==> config.mk <==
export PLATFORM = sky130hd
export DESIGN_NAME = serial_adder_ctrl
export DESIGN_NICKNAME = d
export VERILOG_FILES = /design/src/rtl/serial_adder_pkg.sv /design/src/rtl/one_bit_adder.sv /design/src/rtl/serial_adder_ctrl.sv
export SDC_FILE = /design/constraint.sdc
export NUM_CORES = 1
export LEC_CHECK = 0
export ABC_CLOCK_PERIOD_IN_PS = 2700
export CAP_MARGIN = 20
export CORE_AREA = 3 3 70 72
export DETAILED_ROUTE_END_ITERATION = 10
export DIE_AREA = 0 0 73 75
export PLACE_DENSITY_LB_ADDON = 0.1
export SYNTH_ARGS = -nofsm -noshare
export SYNTH_HDL_FRONTEND = slang
export SYNTH_SLANG_ARGS = --single-unit
==> constraint.sdc <==
create_clock -name clk -period 2.7 [get_ports clk]
set_input_delay 0.54 -clock clk [delete_from_list [all_inputs] [get_ports clk]]
set_output_delay 0.54 -clock clk [all_outputs]
set_load 0.02 [all_outputs]
==> src/rtl/serial_adder_pkg.sv <==
// Shared types and constants for the bit-serial adder controller.
package serial_adder_pkg;

  localparam int DEFAULT_WIDTH = 8;

  typedef enum logic [1:0] {
    S_IDLE = 2'd0,
    S_RUN  = 2'd1,
    S_DONE = 2'd2
  } state_e;

endpackage

==> src/rtl/one_bit_adder.sv <==
// Single-bit full adder; the only arithmetic in the serial adder datapath.
module one_bit_adder (
  input  logic a,
  input  logic b,
  input  logic ci,
  output logic s,
  output logic co
);

  assign s  = a ^ b ^ ci;
  assign co = (a & b) | (ci & (a ^ b));

endmodule

==> src/rtl/serial_adder_ctrl.sv <==
// Bit-serial adder: one operand bit per cycle, LSB first, through a single full adder.
module serial_adder_ctrl
  import serial_adder_pkg::*;
#(
  parameter int WIDTH = DEFAULT_WIDTH
) (
  input  logic             clk,
  input  logic             rst_n,
  input  logic             start,
  input  logic [WIDTH-1:0] a,
  input  logic [WIDTH-1:0] b,
  input  logic             cin,
  output logic             ready,
  output logic             busy,
  output logic             done,
  output logic [WIDTH-1:0] sum,
  output logic             cout,
  output logic             overflow
);

  localparam int CW = (WIDTH > 1) ? $clog2(WIDTH) : 1;
  localparam logic [CW-1:0] LAST_BIT = CW'(WIDTH - 1);

  state_e           state_q, state_d;
  logic [WIDTH-1:0] a_q, a_d, b_q, b_d, sum_q, sum_d;
  logic [CW-1:0]    cnt_q, cnt_d;
  logic             carry_q, carry_d;
  logic             cout_q, cout_d;
  logic             ovf_q, ovf_d;
  logic             fa_s, fa_co;

  one_bit_adder u_fa (
    .a  (a_q[0]),
    .b  (b_q[0]),
    .ci (carry_q),
    .s  (fa_s),
    .co (fa_co)
  );

  always_comb begin
    state_d = state_q;
    a_d     = a_q;
    b_d     = b_q;
    sum_d   = sum_q;
    cnt_d   = cnt_q;
    carry_d = carry_q;
    cout_d  = cout_q;
    ovf_d   = ovf_q;
    case (state_q)
      S_IDLE: begin
        if (start) begin
          a_d     = a;
          b_d     = b;
          carry_d = cin;
          cnt_d   = '0;
          sum_d   = '0;
          cout_d  = 1'b0;
          ovf_d   = 1'b0;
          state_d = S_RUN;
        end
      end
      S_RUN: begin
        a_d     = {1'b0, a_q[WIDTH-1:1]};
        b_d     = {1'b0, b_q[WIDTH-1:1]};
        carry_d = fa_co;
        sum_d   = {fa_s, sum_q[WIDTH-1:1]};
        // carry_q is the carry into the MSB while the last bit is processed
        if (cnt_q == LAST_BIT) begin
          cout_d  = fa_co;
          ovf_d   = carry_q ^ fa_co;
          cnt_d   = '0;
          state_d = S_DONE;
        end else begin
          cnt_d = cnt_q + CW'(1);
        end
      end
      S_DONE:  state_d = S_IDLE;
      default: state_d = S_IDLE;
    endcase
  end

  always_ff @(posedge clk or negedge rst_n) begin
    if (!rst_n) begin
      state_q <= S_IDLE;
      a_q     <= '0;
      b_q     <= '0;
      sum_q   <= '0;
      cnt_q   <= '0;
      carry_q <= 1'b0;
      cout_q  <= 1'b0;
      ovf_q   <= 1'b0;
    end else begin
      state_q <= state_d;
      a_q     <= a_d;
      b_q     <= b_d;
      sum_q   <= sum_d;
      cnt_q   <= cnt_d;
      carry_q <= carry_d;
      cout_q  <= cout_d;
      ovf_q   <= ovf_d;
    end
  end

  assign ready    = (state_q == S_IDLE);
  assign busy     = (state_q == S_RUN);
  assign done     = (state_q == S_DONE);
  assign sum      = sum_q;
  assign cout     = cout_q;
  assign overflow = ovf_q;

endmodule
==> impl_metrics.py <==
metrics = {
    "status": {
        "outcome": "complete, no violations",
    },
    "drt": {
        "drt-initial-drc-count": 100,
        "drc": 0,
        "num_vias": 1226,
        "drtAntennaViolNets": 0,
        "routed_wirelength_microns": 3503,
        "wl_per_cell_microns": 15.10,
        "firstDrtPassIters": 4,
        "detail_route.vias_per_cell": 5.284,
    },
    "sta": {
        "fin_hold_ws_ns": 0.5019,
        "fin_skew_ns": 0.009013,
        "relSlewSlack_pct": 72.86,
        "setup_ws_ns": 0.4732,
        "max_freq_mhz": 449.1,
        "rsz0062_at_grt": "no",
        "layout_min_cycle_time_ns": 2.227,
        "worst_pin_slew_ns": 0.4070,
        "fin_setup_tns_ns": 0,
        "hold_violations": 0,
        "setup-violations-final": 0,
        "slew_violations": 0,
        "period_share_pct": 82.47,
    },
    "final_layout": {
        "multi_input_area_sq_um": 641.9,
        "layout.cells.non_filler": 232,
        "final_area_sq_mm": 0.001988,
        "finalNetCount": 202,
        "post-route-util_pct": 45.66,
        "final_layout_size_suffix_gt1_share_pct": 9.444,
        "fillers": 407,
        "syn_to_final_growth_pct": 31.11,
        "ff_latch_area_sq_um": 800.8,
        "diodes": 0,
    },
    "power": {
        "sequentialPowerShare_pct": 40.9,
        "irDropWorstVdd_mv": 0.4807,
        "leakage_nw": 0.8431,
        "netSwitchingFraction_pct": 36.83,
        "clock_power_share_pct": 18.0,
        "p_total_mw": 2.074,
        "p_sw_uw": 763.9,
        "internal_power_mw": 1.310,
        "power-per-cell-area_mw_per_mm2": 1043,
        "combPwrFrac_pct": 41.0,
    },
    "yosys": {
        "ys.flop_type": "dfrtp_1",
        "yosys_warnings": 0,
        "async_flop_share_pct": 100.0,
        "seq_area_frac_synth_pct": 52.81,
        "netlist_instances": 144,
        "synth_nets": 167,
        "syn_avg_cell_area_sq_um": 10.53,
        "synth_cell_types": 22,
        "yosysTopAreaCellShare_pct": 52.81,
        "synth_commonest_cells": "32 x dfrtp_1, 20 x nor2b_1, 18 x a21oi_1",
        "synth.area.top_cells": "dfrtp_1 53%, nor2b_1 8.3%, a22oi_1 7.4%, a22o_1 6.9%, a21oi_1 5.9%",
        "yosysTopAreaCell": "dfrtp_1",
        "yosysMostFrequentCell": "dfrtp_1",
        "synth_area_sq_mm": 0.001516,
        "synth_edf_count": 0,
        "synth-seq-cells": 32,
    },
    "setup_path": {
        "cp-end-kind": "output port",
        "worstPathRequired_ns": 2.16,
        "startpoint_type": "register",
        "worstPathArrival_ns": 1.69,
        "regToRegSetupSlack_ns": 1.19,
        "crit_path_max_fanout": 13,
        "crit_type": "reg -> out",
    },
    "cts": {
        "htree_num_levels": 2,
        "numCtsBuffers": 5,
        "cts_hold_buf": 0,
        "cts_tree": "built",
        "clockBufferDepth": 2,
        "clkTransAtPathRegs_ns": 0.06,
        "clock_latency_ns": 0.28,
        "root_buffer": "clkbuf_8",
        "cts-resized-gates": 0,
        "postCtsSetupBuffers": 0,
        "numClockSinks": 32,
    },
    "die": {
        "start_util_pct": 34.83,
        "die-area_sq_mm": 0.005475,
        "dieWidth_microns": 73,
        "rows": 24,
        "die_h_microns": 75,
        "core_sq_mm": 0.004354,
        "pin_count": 33,
    },
    "placement": {
        "dp.final_hpwl_microns": 2324,
        "place_congestion": 0.7344,
        "placed_cells": 224,
        "place_ws_ns": 0.7432,
        "portBuffers": 32,
        "post_dp_cell_area_sq_mm": 0.001896,
    },
    "global_route": {
        "first_global_vias": 1231,
        "grt-ovfl-total": 0,
        "grt_antenna_before_repair": 0,
        "grt_pass1_wl_microns": 5733,
        "grt.total_usage_pct": 13.72,
        "grt_max_degree": 33,
    },
    "hold_path": {
        "hp-class": "reg -> reg",
    },
    "run": {
        "drv_cap": 0,
    },
}
[cells by family (layout without fill, tap and decap cells)]
| group | Yosys count | count (layout) | synth area share [%] |
|---|---|---|---|
| AOI/OAI and AO/OA | 66 | 66 | 27.64 |
| xor gates and xnor gates | 1 | 1 | 0.5777 |
| adders and majority gates | 3 | 3 | 2.970 |
| buffers and inverters | 14 | 50 | 5.033 |
| DFF | 32 | 32 | 52.81 |
| and+or+nand+nor | 28 | 28 | 10.97 |
[layout make-up]
type,count,area share [%]
Sequential cell,32,40.28
Inverter,2,0.3776
Tap cell,52,3.272
Clock inverter,2,0.5035
Clock buffer,6,4.154
Multi-Input combinational cell,98,32.28
Timing Repair Buffer,40,19.13
[layer usage]
metal  track usage, %  wire (microns)  part of all wire, %
met1            18.92            1723                   49
met2            20.75            1617                   46
met3            4.139             129                  3.7
met4            4.303              33                 0.94
met5                0               0                    0
[power groups by stage]
stage          Combinational [mW]  Sequential (mW)  Clock, mW
4_1_cts                     0.863            0.850      0.388
3_5_place_dp                0.856            0.857          0
3_3_place_gp                0.844            0.851          0
2_1_floorplan               0.508            0.878          0
6_report                    0.851            0.849      0.374
5_1_grt                     0.929            0.881      0.417
[worst paths after layout]
check,from,to,cells past startpoint
min in group asynchronous,rst_n,a_q[2],2
hold / removal,sum[0],sum[0],1
setup reg to reg,carry_q,overflow,4
max in group asynchronous,rst_n,b_q[3],2
hold reg to reg,sum[0],sum[0],1
setup / recovery,state_q[0],busy,2
[placed cells by master, fill, tap and decap left out]
master,count
nor2b_2,1
o21ai_0,17
nand2_1,2
clkinv_2,2
clkbuf_8,6
ha_1,2
a22o_1,12
o21ai_1,2
nor2b_1,19
nand2b_1,2
a32oi_1,1
fa_1,1
a21oi_1,18
xor2_1,1
and2_1,1
buf_4,8
dfrtp_1,32
a22oi_1,15
inv_1,2
clkdlybuf4s50_1,32
nand3b_1,1
o21bai_1,1
nor2_1,2
[registers in the layout (all words and copies together) (netlist names)]
| signal | count |
|---|---|
| b_q | 8 |
| cnt_q | 3 |
| cout | 1 |
| overflow | 1 |
| carry_q | 1 |
| sum | 8 |
| state_q | 2 |
| a_q | 8 |
[critical path: stages (launching register included)]
cell and delay (ns):
dfrtp_1 0.56, nor2b_2 0.24, clkdlybuf4s50_1 0.62
No activity file was read; power rests on OpenSTA's default activity.
